### src/rtl/xbar_pkg.sv
// Shared types and constants for the crossbar ingress path: frame geometry,
// lane-select width and the byte/frame helpers used by the serializer.
package xbar_pkg;

  localparam int PORTS     = 8;
  localparam int DATA_W    = 32;
  localparam int FRAME_LEN = 10;
  localparam int BYTES     = DATA_W / 8;

  localparam int SEL_W = $clog2(PORTS);
  localparam int CNT_W = $clog2(FRAME_LEN);
  localparam int IDX_W = $clog2(BYTES);

  typedef logic [SEL_W-1:0]     port_sel_t;
  typedef logic [FRAME_LEN-1:0] frame_t;
  typedef logic [CNT_W-1:0]     bit_cnt_t;
  typedef logic [IDX_W-1:0]     byte_idx_t;
  typedef logic [DATA_W-1:0]    word_t;

  typedef enum logic {
    ST_IDLE,
    ST_SEND
  } state_e;

  localparam bit_cnt_t  LAST_BIT  = bit_cnt_t'(FRAME_LEN - 1);
  localparam bit_cnt_t  PRE_LAST  = bit_cnt_t'(FRAME_LEN - 2);
  localparam byte_idx_t LAST_BYTE = byte_idx_t'(BYTES - 1);

  function automatic logic [7:0] byte_of(input word_t w, input byte_idx_t idx);
    return w[{idx, 3'b000} +: 8];
  endfunction

  // Start bit in bit 0 so the frame shifts out LSB-first.
  function automatic frame_t make_frame(input logic [7:0] b);
    return {1'b1, b, 1'b0};
  endfunction

endpackage

### src/rtl/xbar_if.sv
// Crossbar ingress bus: frame strobe, destination select and data word in,
// serial lanes and status pulses out.
interface xbar_if (
  input logic clk,
  input logic rst
);
  import xbar_pkg::*;

  logic              clk10;
  port_sel_t         mux_sel;
  word_t             A;
  logic [PORTS-1:0]  ser_out;
  logic              busy;
  logic              word_done;
  logic              frame_err;

  modport master (
    input  clk, rst, ser_out, busy, word_done, frame_err,
    output clk10, mux_sel, A
  );

  modport slave (
    input  clk, rst, clk10, mux_sel, A,
    output ser_out, busy, word_done, frame_err
  );

endinterface

### src/rtl/frame_serializer.sv
// One-frame shifter: loads start/data/stop, shifts one bit per clock and
// parks on the stop bit until the next load.
module frame_serializer
  import xbar_pkg::*;
(
  input  logic     clk,
  input  logic     rst,
  input  logic     load_i,
  input  logic [7:0] byte_i,
  output logic     bit_next_o,
  output bit_cnt_t bit_cnt_o,
  output logic     done_o
);

  frame_t   frame_q, frame_d;
  bit_cnt_t bit_cnt_q, bit_cnt_d;

  // NOTE: every always_comb output gets a default first so no path leaves
  // it unassigned, which would otherwise infer a latch.
  always_comb begin
    frame_d   = frame_q;
    bit_cnt_d = bit_cnt_q;
    if (load_i) begin
      frame_d   = make_frame(byte_i);
      bit_cnt_d = '0;
    end else if (bit_cnt_q != LAST_BIT) begin
      frame_d   = {1'b1, frame_q[FRAME_LEN-1:1]};
      bit_cnt_d = bit_cnt_q + bit_cnt_t'(1);
    end
  end

  // NOTE: sequential state uses non-blocking assignments so every flop
  // samples the pre-edge values regardless of statement order.
  always_ff @(posedge clk or negedge rst) begin
    if (!rst) begin
      frame_q   <= '1;
      bit_cnt_q <= '0;
    end else begin
      frame_q   <= frame_d;
      bit_cnt_q <= bit_cnt_d;
    end
  end

  // The lane register in the wrapper captures the bit that will be current
  // after this edge, so the line and the counter stay aligned.
  assign bit_next_o = frame_d[0];
  assign bit_cnt_o  = bit_cnt_q;
  assign done_o     = (bit_cnt_q == LAST_BIT);

endmodule

### src/rtl/input_block.sv
// Crossbar ingress stage: captures a word and destination on a frame strobe,
// then sends it byte by byte as 10-bit frames on the selected serial lane.
module input_block
  import xbar_pkg::*;
(
  xbar_if.slave port
);

  logic clk;
  logic rst;
  assign clk = port.clk;
  assign rst = port.rst;

  state_e           state_q, state_d;
  word_t            hold_q, hold_d;
  port_sel_t        dest_q, dest_d;
  byte_idx_t        byte_idx_q, byte_idx_d;
  logic [PORTS-1:0] ser_out_q, ser_out_d;
  logic             word_done_q, word_done_d;
  logic             frame_err_q, frame_err_d;

  logic       busy;
  logic       frame_done;
  logic       load;
  logic       next_byte;
  logic       bit_next;
  bit_cnt_t   bit_cnt;
  logic [7:0] ser_byte;

  assign busy      = (state_q == ST_SEND);
  assign load      = port.clk10 && (!busy || (byte_idx_q == LAST_BYTE && frame_done));
  assign next_byte = port.clk10 && busy && frame_done && (byte_idx_q != LAST_BYTE);
  assign ser_byte  = load ? byte_of(port.A, '0)
                          : byte_of(hold_q, byte_idx_q + byte_idx_t'(1));

  frame_serializer u_ser (
    .clk       (clk),
    .rst       (rst),
    .load_i    (load || next_byte),
    .byte_i    (ser_byte),
    .bit_next_o(bit_next),
    .bit_cnt_o (bit_cnt),
    .done_o    (frame_done)
  );

  always_comb begin
    state_d    = state_q;
    hold_d     = hold_q;
    dest_d     = dest_q;
    byte_idx_d = byte_idx_q;
    if (load) begin
      state_d    = ST_SEND;
      hold_d     = port.A;
      dest_d     = port.mux_sel;
      byte_idx_d = '0;
    end else if (next_byte) begin
      byte_idx_d = byte_idx_q + byte_idx_t'(1);
    end else if (busy && frame_done && byte_idx_q == LAST_BYTE) begin
      state_d = ST_IDLE;
    end

    // Byte 3 at bit 8 can only advance to its stop bit, which lasts one cycle.
    word_done_d = busy && (byte_idx_q == LAST_BYTE) && (bit_cnt == PRE_LAST);
    frame_err_d = port.clk10 && busy && !frame_done;

    ser_out_d = '1;
    if (state_d == ST_SEND) ser_out_d[dest_d] = bit_next;
  end

  // NOTE: hold_q is plain datapath and would not strictly need a reset, but
  // clearing it keeps post-reset state fully defined and cheap at this size.
  always_ff @(posedge clk or negedge rst) begin
    if (!rst) begin
      state_q     <= ST_IDLE;
      hold_q      <= '0;
      dest_q      <= '0;
      byte_idx_q  <= '0;
      ser_out_q   <= '1;
      word_done_q <= 1'b0;
      frame_err_q <= 1'b0;
    end else begin
      state_q     <= state_d;
      hold_q      <= hold_d;
      dest_q      <= dest_d;
      byte_idx_q  <= byte_idx_d;
      ser_out_q   <= ser_out_d;
      word_done_q <= word_done_d;
      frame_err_q <= frame_err_d;
    end
  end

  assign port.ser_out   = ser_out_q;
  assign port.busy      = busy;
  assign port.word_done = word_done_q;
  assign port.frame_err = frame_err_q;

endmodule

### src/flat_wrapper.sv
// flat-port wrapper written by rule: the top's interface ports become plain ports
module input_block_flat import xbar_pkg::*;
  (clk, rst, port_clk10, port_mux_sel, port_A, port_ser_out, port_busy, port_word_done, port_frame_err);
  xbar_if port_i (.clk(clk), .rst(rst));
  input wire logic clk;
  input wire logic rst;
  input wire logic [$bits(port_i.clk10)-1:0] port_clk10;
  input wire logic [$bits(port_i.mux_sel)-1:0] port_mux_sel;
  input wire logic [$bits(port_i.A)-1:0] port_A;
  output wire logic [$bits(port_i.ser_out)-1:0] port_ser_out;
  output wire logic [$bits(port_i.busy)-1:0] port_busy;
  output wire logic [$bits(port_i.word_done)-1:0] port_word_done;
  output wire logic [$bits(port_i.frame_err)-1:0] port_frame_err;
  assign port_i.clk10 = port_clk10;
  assign port_i.mux_sel = port_mux_sel;
  assign port_i.A = port_A;
  assign port_ser_out = port_i.ser_out;
  assign port_busy = port_i.busy;
  assign port_word_done = port_i.word_done;
  assign port_frame_err = port_i.frame_err;
  input_block u_core (.port(port_i));
endmodule
### config.mk
export PLATFORM = sky130hd
export DESIGN_NAME = input_block_flat
export DESIGN_NICKNAME = d
export VERILOG_FILES = /design/src/rtl/xbar_pkg.sv /design/src/rtl/xbar_if.sv /design/src/rtl/frame_serializer.sv /design/src/rtl/input_block.sv /design/src/flat_wrapper.sv
export SDC_FILE = /design/constraint.sdc
export NUM_CORES = 1
export LEC_CHECK = 0
export CAP_MARGIN = 5
export CORE_ASPECT_RATIO = 1.75
export CORE_MARGIN = 4
export CORE_UTILIZATION = 55
export CTS_BUF_LIST = sky130_fd_sc_hd__clkbuf_8
export DETAILED_ROUTE_END_ITERATION = 6
export GPL_TIMING_DRIVEN = 0
export PLACE_DENSITY = 0.84
export REMOVE_ABC_BUFFERS = 1
export SLEW_MARGIN = 25
export SYNTH_ARGS = -nofsm -noshare
export SYNTH_HDL_FRONTEND = slang
export SYNTH_SLANG_ARGS = --single-unit
### constraint.sdc
create_clock -name clk -period 2.3 [get_ports clk]
set_input_delay 0.46 -clock clk [delete_from_list [all_inputs] [get_ports clk]]
set_output_delay 0.46 -clock clk [all_outputs]
set_load 0.02 [all_outputs]
==> results by group, run 1 <==
Clocking
  – Root Driver: clkbuf_8
  – CTS buffer count: 9
  – Worst-Skew Late Latency: 0.34 ns
  – Cts hold-fix bufs: 0
  – Clock slew at reported path FFs: ~0.07 ns
  – CTS Sinks: 62
  – CTS tree: done
  – Clock tree buffer depth: 2
  – H-tree Lvls: 3

Synth
  – Yosys warns: 0
  – Synth cell types: 45
  – Largest cells by area after synthesis: dfrtp_1 37%, dfstp_2 16%, nand2_1 14%, mux2i_1 3.4%, mux4_2 3.0%
  – Mapped Cells: 305
  – Synth Cell Area: about 3000 sq um
  – Post-Synthesis Mean Instance Area: 9.788 sq um
  – Post-synthesis async set-or-reset flop share: 100.0%
  – Synth top area share: 36.88%
  – Top FF cell, synth: dfrtp_1
  – Area leader, netlist: dfrtp_1
  – Post-synth top cells: 112 x nand2_1, 44 x dfrtp_1, 18 x dfstp_2
  – Top-count cell post-synth: nand2_1
  – Flops & latches, synth: 62
  – EDFF count, synth: 0
  – Seq/Total Area, Yosys: 52.72%

Route
  – Vias: 2472
  – Final Routed Wirelength: 6856 microns
  – DR vias/cell: 5.830
  – Drt pass-1 iters: 4
  – 1st-iter DRT viols: 110
  – Antenna Nets Post-Route: 0
  – DRC violations left: 0
  – Wire length per cell: approximately 16 microns

Global route
  – Initial antenna violation count: 0
  – M1 GR Usage: approximately a quarter
  – Total track usage: a little over a fifth
  – Met3 GRT Util: under 10%
  – Global-route wire length before repair: ~11000 microns
  – Number of global-route vias before repair: 2462
  – Largest net degree at the start of global routing: 34
  – GR peak layer: met2
  – Met2 usage: 37.85%
  – Global route overflow: 0

Timing
  – Worst-Margin Slew: 0.8167 ns
  – Crit share post-route: 96.48%
  – Final setup vio count: 0
  – Slew HR: 45.56%
  – Setup ws final: approximately 0.081 ns
  – Setup skew after layout: 0.008777 ns
  – Final Critical Period: 2.219 ns
  – Fmax: 0.4507 GHz
  – Final Hold Fails: 0
  – Pins Over Slew Limit: 0

Critical path
  – Worst path bufs/invs: 3
  – Family with the most delay on the worst path: buffers and inverters
  – Cell Chain, Critical Path: clkdlybuf4s15_1, clkinvlp_4, buf_4, or4_1, o22ai_1, nor2_1
  – R2R Path Start: u_core.byte_idx_q[0]
  – Crit path launch type: primary input
  – CP Class: primary input to flop
  – Crit path max-delay cell type: clkdlybuf4s15_1
  – WP data required: 2.56 ns
  – FF-to-FF path depth: 6
  – CP Max Fanout: 18
  – Critical path destination: u_core.u_ser.frame_q[3]
  – Critical path startpoint: port_clk10
  – R2R setup slack: 0.18 ns
  – Worst flop-to-flop path endpoint: u_core.port.ser_out[1]
  – Critical path depth: 6
  – Critical path capture point type: flop
  – Critical path arrival: ~2.5 ns
  – Slowest stage delay, CP: ~0.7 ns

Floorplan
  – Top Ports: 49
  – Core area: around 5300 sq um
  – Die Area: approximately 6700 sq um
  – FP Rows: 35
  – Starting Density: 56.81%
  – Chip Height: 105.5 microns
  – Chip Width: approximately 64 microns

Finish
  – Area Growth Syn to Fin: 28.29%
  – Layout cells sized above 1: 18.70%
  – # diodes: 0
  – # nets final: 406

Power and ir drop
  – P_leak: 1.781 nW
  – VDD IR max: 0.5272 mV
  – Pwr Density: around 1200 nW/um^2
  – Total power: 4.552 mW

Place
  – Port Buf Inserts: 48
  – Setup WS pre-CTS: -1.233 ns
  – RePlAce Congestion: 0.8544
  – Final HPWL DP: 4332 microns

Status
  – Status: complete, no violations

Worst hold path
  – HP Class: primary input to asynchronous set/reset pin

Job
  – Max Cap Viol: 0
cells by family (layout without fill, tap and decap cells):
family / Yosys count / after routing / synth area share (%)
AO/OA/AOI/OAI: 34 / 35 / 9.011
XOR/XNOR: 3 / 3 / 0.8803
adder cells (fa/ha/maj): 4 / 4 / 1.677
buffers and inverters: 23 / 86 / 3.898
flip-flops: 62 / 62 / 52.72
multiplexers: 19 / 19 / 8.257
AND/OR/NAND/NOR: 160 / 160 / 23.55
layout make-up:
cell class                 count  area (sq um)
timing repair buffer          64         630.6
tap                           55         68.82
inverter                       6         26.28
fill                         388          1425
multi-input combinational    221          1325
clock inverter                 2         7.507
clock buffer                  14         192.7
sequential                    62          1579
power by group:
part	internal, mW	total, mW	switching, mW
Clock	0.531	0.918	0.387
Combinational	0.831	1.72	0.886
Sequential	1.60	1.92	0.313
Total	2.97	4.55	1.59
timing repair:
item / CTS / global route
cloned: 1 / 0
buffers inserted: 1 / 13
gates resized for setup: 5 / 4
setup endpoints to repair: 51 / 14
pin swaps: 1 / 1
registers in the layout, summed over array words and instances, names as in the netlist:
signal	flops
u_core.port.busy	1
u_core.port.frame_err	1
u_core.dest_q	3
u_core.byte_idx_q	2
u_core.port.ser_out	8
u_core.u_ser.bit_cnt_o	4
u_core.u_ser.frame_q	10
u_core.hold_q	32
u_core.port.word_done	1
placed cells by master, fill, tap and decap left out, types with 3 or more instances in the layout:
| master | instances |
|---|---|
| nand2_1 | 112 |
| clkdlybuf4s50_1 | 46 |
| dfrtp_1 | 42 |
| dfstp_2 | 18 |
| buf_4 | 15 |
| clkbuf_8 | 14 |
| nand3_1 | 13 |
| nor2_1 | 10 |
| mux2i_1 | 9 |
| o22ai_1 | 8 |
| inv_1 | 6 |
| mux2_2 | 5 |
| and3_1 | 5 |
| o21ai_0 | 4 |
| mux4_2 | 4 |
| a22oi_1 | 4 |
| and2_1 | 4 |
| o32ai_1 | 4 |
| a31oi_1 | 4 |
| ha_1 | 3 |
stage by stage:
stage	util (%)	instances	TNS, ns	hold slack, ns	cell area (sq um)
finish	72.88	424	0	0.03809	3830
global route	72.88	424	-0.04956	0.06236	3830
CTS	70.81	411	0	0.03798	3721
detailed placement	66.48	393	-38.09	0.4114	3493
global placement	65.48	391	-99.58	0.4534	3441
floorplan	-	288	-3.507	0.1644	2892
routing by layer:
layer / share of wire [%] / vias to the layer above / wire length, microns
li1: - / 1163 / -
met1: 38 / 1223 / 2597
met2: 55 / 69 / 3737
met3: 4.5 / 17 / 306
met4: 3.1 / 0 / 214
met5: 0 / - / 0
worst min-delay path by stage:
stage	startpoint	end	slack, ns	cells past startpoint
5_1_grt	rst	u_core.hold_q[17]	0.06	1
4_1_cts	rst	u_core.hold_q[25]	0.04	1
2_1_floorplan	rst	u_core.byte_idx_q[0]	0.16	0
3_5_place_dp	rst	u_core.hold_q[16]	0.41	1
6_report	rst	u_core.hold_q[25]	0.04	1
3_3_place_gp	u_core.hold_q[26]	u_core.hold_q[26]	0.45	2
Power figures use the tool's default switching activity.
==> run 2: changes to the inputs <==
Settings changed: CORE_UTILIZATION 55 to 65, DONT_BUFFER_PORTS set to 1, PLACE_DENSITY 0.84 to 0.83, RECOVER_POWER set to 100.
==> results by group, run 2 (synthesis gave the netlist of run 1 again) <==
Worst hold path
  – HP Class: primary input to flop

Power and ir drop
  – P_leak: 1.546 nW (-13%)
  – Sw Share: 36.68% (+1.8 points)
  – Clock share of power: 20.3% (about the same)
  – Pwr Density: 1317 nW/um^2 (+11%)
  – Flop pwr share: 45.5% (+3.4 points)
  – VDD IR max: 0.9697 mV (+84%)
  – Int Power: 2.742 mW (-7.5%)
  – NetSw: 1.588 mW (+0.12%)
  – Combinational power share: 34.2% (-3.5 points)

Place
  – Port Buf Inserts: 0 (-100%)
  – Dpl cells: 340 (-13%)
  – Area after DPL: 2990 sq um (-14%)
  – Final HPWL DP: 4028 microns (-7.0%)
  – Setup WS pre-CTS: -0.9115 ns (+0.3213 ns)
  – RePlAce Congestion: 0.8375 (-2.0%)

Timing
  – Setup skew after layout: 0.007562 ns (-0.001214 ns)
  – Fmax: 0.4708 GHz (+4.5%)
  – Fin Hold WS: 0.2026 ns (+0.1645 ns)
  – Pins Over Slew Limit: 0 (unchanged)
  – Worst-Margin Slew: 0.6745 ns (-0.1422 ns)
  – Final Critical Period: 2.124 ns (-0.09495 ns)
  – Final setup vio count: 0 (unchanged)
  – Final Hold Fails: 0 (unchanged)
  – Crit share post-route: 92.35% (-4.1 points)
  – Slew HR: 55.03% (+9.5 points)
  – RSZ-0062 raised after global routing: no
  – Setup ws final: 0.1760 ns (+0.09495 ns)
  – Fin Setup TNS: 0 ns (unchanged)

Route
  – Vias: 2250 (-9.0%)
  – DR vias/cell: 6.164 (+5.7%)
  – Antenna Nets Post-Route: 0 (unchanged)
  – DRC violations left: 0 (unchanged)
  – 1st-iter DRT viols: 112 (+1.8%)
  – Wire length per cell: 17.76 microns (+9.9%)
  – Drt pass-1 iters: 4 (unchanged)
  – Final Routed Wirelength: 6484 microns (-5.4%)

Critical path
  – Critical path arrival: 2.40 ns (-0.08 ns)
  – CP Max Fanout: 15 (-3)
  – Crit path launch type: flop
  – WP data required: 2.58 ns (+0.02 ns)
  – CP Class: flop to flop
  – Critical path capture point type: flop

Finish
  – Finished Layout Cells: 365 (-14%)
  – Biggest register: u_core.hold_q
  – # nets final: 351 (-14%)
  – Final standard cell area without fillers: 3289 sq um (-14%)
  – # diodes: 0 (unchanged)
  – Layout fillers: 319 (-18%)
  – Largest register FFs: 32 (unchanged)
  – Layout cells sized above 1: 16.88% (-1.8 points)
  – Multi-input logic area: 1333 sq um (+0.57%)
  – Reg area: 1579 sq um (unchanged)
  – Commonest non-fill, non-tap cell in the layout: nand2_1
  – Most frequent cells in the layout: 112 x nand2_1, 42 x dfrtp_1, 13 x nand3_1
  – Area Growth Syn to Fin: 10.18%

Clocking
  – H-tree Lvls: 3 (unchanged)
  – CTS tree: done
  – CTS Sinks: 62 (unchanged)
  – Worst-Skew Late Latency: 0.34 ns (about the same)
  – Clock slew at reported path FFs: 0.07 ns (about the same)
  – Root Driver: clkbuf_8
  – CTS buffer count: 9 (unchanged)
  – Clock tree buffer depth: 2 (unchanged)

Floorplan
  – Core area: 4444 sq um (-15%)
  – Starting Density: 67.17% (+10 points)
  – Die Area: 5784 sq um (-14%)
  – Chip Height: 97.65 microns (-7.4%)
  – FP Rows: 32 (-8.6%)
  – Chip Width: 59.23 microns (-7.0%)
  – Top Ports: 49 (unchanged)

Status
  – Status: complete, no violations

Global route
  – Global route overflow: 0 (unchanged)
  – Global-route wire length before repair: 10760 microns (-4.8%)
  – Initial antenna violation count: 0 (unchanged)
  – Largest net degree at the start of global routing: 63 (+85%)
  – Total track usage: 24.70% (+2.8 points)
  – Number of global-route vias before repair: 2328 (-5.4%)

Job
  – Max Cap Viol: 0 (unchanged)
run 2: timing repair:
action / in CTS / in global routing
hold buffers: 2 / 0
resized for setup: 4 / 3
pin swaps: 2 / 0
gates cloned: 1 / 0
setup endpoints to repair: 51 / 12
setup buffers: 3 / 3
endpoints found under the hold margin: 62 / 0
run 2: per-layer routing:
layer | wire (microns) | global-route usage (%) | up-vias
met5 | 0 | 0 | -
met4 | 245 | 12.39 | 0
met3 | 402 | 6.649 | 24
met2 | 3506 | 40.61 | 81
met1 | 2329 | 28.38 | 1095
li1 | - | - | 1050
run 2: path summary, 6_finish.rpt:
path                                       from                        end  slack, ns  depth (start not counted)
max in group asynchronous                   rst    u_core.u_ser.frame_q[7]       1.35                          2
max reg2reg                u_core.byte_idx_q[0]     u_core.port.ser_out[3]       0.18                          6
min                                  port_clk10  u_core.u_ser.bit_cnt_o[0]       0.20                          1
max                        u_core.byte_idx_q[0]     u_core.port.ser_out[3]       0.18                          6
min reg2reg                   u_core.hold_q[30]          u_core.hold_q[30]       0.47                          2
min in group asynchronous                   rst  u_core.u_ser.bit_cnt_o[3]       0.65                          2
run 2: final cells by class:
| cell class | instances | area share, % |
|---|---|---|
| Sequential cell | 62 | 48.00 |
| Tap cell | 51 | 1.940 |
| Inverter | 6 | 0.6847 |
| Clock buffer | 12 | 5.021 |
| Clock inverter | 4 | 0.6086 |
| Timing Repair Buffer | 9 | 3.233 |
| Multi-Input combinational cell | 221 | 40.51 |
run 2: worst max-delay path: stages (launching register included):
cell      delay (ns)
dfrtp_4         0.59
ha_2            0.34
nand4b_2        0.29
a21oi_4         0.26
mux2i_2         0.37
inv_2           0.12
nand3_1         0.09
run 2: power groups by stage:
| stage | combinational [mW] | sequential, mW | clock, mW |
|---|---|---|---|
| after floorplan | 1.09 | 1.90 | 0 |
| after global routing | 1.67 | 2.03 | 0.944 |
| final | 1.48 | 1.97 | 0.879 |
| after CTS | 1.44 | 1.98 | 0.890 |
| after detailed placement | 1.37 | 1.99 | 0 |
| after global placement | 1.26 | 1.97 | 0 |
run 2: stage by stage:
step	utilization (%)	power [mW]
global route	74.01	4.644
finish	74.01	4.331
global placement	66.50	3.232
CTS	73.28	4.314
detailed placement	67.29	3.357
floorplan	-	2.986
==> edit (settings of run 1) <==
One comparison of `bit_cnt_q` changes from == to >=.
--- a/src/rtl/frame_serializer.sv
+++ b/src/rtl/frame_serializer.sv
@@ -45,7 +45,7 @@
   // after this edge, so the line and the counter stay aligned.
   assign bit_next_o = frame_d[0];
   assign bit_cnt_o  = bit_cnt_q;
-  assign done_o     = (bit_cnt_q == LAST_BIT);
+  assign done_o     = (bit_cnt_q >= LAST_BIT);
 
 endmodule
 
Formal check against the unedited RTL: no difference found for any inputs over 10 cycles, from zero or initial values and one cycle with rst low; that may be too few to reach the edited logic, so the function may still have changed.
==> edit against run 1 <==
Critical path depth stayed put; routed wire length is 4.3% lower; global-route usage is 0.57 points lower; sequential cell count stayed put; via count is 6.1% lower; setup slack better by 47 ps; hold slack worse by 17 ps; sequential power is 5% higher; area after synthesis is 1.3% higher; first-iteration DRC count is 12% lower; total power is 8.6% higher; design area is 2.4% lower; critical path type is now reg2reg; largest cell class unchanged; largest power group unchanged.
==> edit: results (changes against run 1) <==
| Metric | Value |
|---|---|
| IO buf count | 48 (unchanged) |
| Sequential share of the synthesized area | 52.1% (-0.65 points) |
| Final std cells w/o fill | 418 (-1.4%) |
| Static Leak | 1.73 nW (-2.8%) |
| All-layer global routing usage | 21.3% (-0.57 points) |
| Largest Register | u_core.hold_q |
| Routability cong. | 0.823 (-3.7%) |
| Normalized max-slew margin | 54.6% (+9.0 points) |
| Wire per inst | 15.7 µm (-2.9%) |
| Critical-path maximum fanout | 14 (-4) |
| Critical Path Max Stage Delay | 560 ps (-140 ps) |
| Top cells by count, synth | nand2_1, dfrtp_1, dfstp_2 |
| Yosys cell types | 48 (+6.7%) |
| Path depth of the worst reg2reg path | 6 (unchanged) |
| R2r setup slk | 130 ps (-50 ps) |
| Hold Path Class | in2async |
| Filler cells | 394 (+1.5%) |
| CTS root buf | clkbuf_8 |
| R2R Path End | u_core.port.ser_out[5] |
| Core ar. | 0.00530 mm² (+0.83%) |
| VDD IR max | 0.000648 V (+23%) |
| Fin nets | 381 (-6.2%) |
| Critical Path AT | 2430 ps (-50 ps) |
| Clock skew | 9.50 ps (+0.720 ps) |
| Share of cells above drive strength 1 | 17.4% (-1.3 points) |
| Largest net degree at the start of global routing | 39 (+15%) |
| Worst path slowest cell | dfrtp_4 |
| Top cells by area, synth | dfrtp_1, dfstp_2, nand2_1 |
| Gate Count Post-Synth | 294 (-3.6%) |
| First-pass GRT wire length | 11200 µm (-1.1%) |
| Antenna Cells | 0 (unchanged) |
| Status | completed |
| HPWL after detailed placement | 4360 µm (+0.66%) |
| Multi-input combinational cell area | 0.00132 mm² (-0.57%) |
| Starting DRT DRC Count | 97 (-12%) |
| Vias/cell | 5.55 (-4.8%) |
| Placement-stage cell area | 0.00351 mm² (+0.61%) |
| Number of global-route vias before repair | 2436 (-1.1%) |
| Placed Instances | 400 (+1.8%) |
## edit: changes by cell type in the layout (fill, tap and decap cells not counted), moves of 7 or more
| cell | run 1 | this run |
|---|---|---|
| a21oi_1 | 1 | 9 |
| a221o_1 | 0 | 8 |
| buf_4 | 15 | 2 |
| mux2i_1 | 9 | 1 |
| nand2_1 | 112 | 122 |
| nand3_1 | 13 | 2 |
| nor2_1 | 10 | 3 |
| o22ai_1 | 8 | 0 |
## edit: per-stage QoR
step	util, %	hold slack, ps	setup WS (ps)
after floorplan	-	164	-553
after global placement	65.5	453	-1650
after detailed placement	66.3	386	-777
after CTS	70.5	20.0	101
after global routing	70.5	31.0	48.8
final	70.5	21.1	128
## edit: metal layers
metal | track usage [%] | up-vias | routed length (µm)
li1 | - | 1092 | -
met1 | 23.9 | 1138 | 2550
met2 | 38.0 | 72 | 3540
met3 | 4.65 | 18 | 322
met4 | 9.43 | 0 | 156
met5 | 0 | - | 0
## edit: kinds of logic (layout without fill, tap and decap cells)
logic type	Yosys count	count (layout)	share of synthesized area (%)
flip-flops	62	62	52.1
adder cells (fa/ha/maj)	4	4	1.66
AO/OA/AOI/OAI	35	35	8.73
XOR/XNOR	2	2	0.580
multiplexers	11	11	7.16
AND/OR/NAND/NOR	156	157	25.0
buffers and inverters	24	73	4.76
## edit: area by class of cell
type / count / area share, %
Clock inverter: 6 / 1.64
Inverter: 5 / 0.502
Clock buffer: 10 / 3.68
Sequential cell: 62 / 42.2
Tap cell: 74 / 2.48
Multi-Input combinational cell: 209 / 35.3
Timing Repair Buffer: 52 / 14.2
## edit: how the worst max path moves through the flow
stage	cells past startpoint	slack, ps	end	from
after floorplan	5	-550	u_core.port.ser_out[7]	u_core.byte_idx_q[0]
after global placement	5	-1650	u_core.port.ser_out[5]	u_core.byte_idx_q[0]
after detailed placement	6	-780	u_core.port.ser_out[5]	u_core.byte_idx_q[0]
after CTS	6	100	u_core.port.ser_out[5]	u_core.byte_idx_q[0]
after global routing	6	50	u_core.port.ser_out[5]	u_core.byte_idx_q[0]
final	6	130	u_core.port.ser_out[5]	u_core.byte_idx_q[0]
## edit: worst max-delay path, delay by kind of cell (launching register included)
family | cells | cell delay (ps)
simple gates | 3 | 860
buf+inv | 1 | 210
fa+ha+maj | 1 | 290
compound gates | 1 | 160
flops | 1 | 560
## edit: power breakdown
group	internal, mW	switching [mW]
registers	1.64	0.382
clock network	0.525	0.423
logic	0.994	0.985
## edit: what timing repair did
item                                    in CTS  in global routing
gates cloned                                 1                  0
endpoints found under the setup margin      43                  2
pin swaps                                    2                  0
buffers inserted                             1                  0
hold buffers                                 0                  0
resized for setup                            2                  1
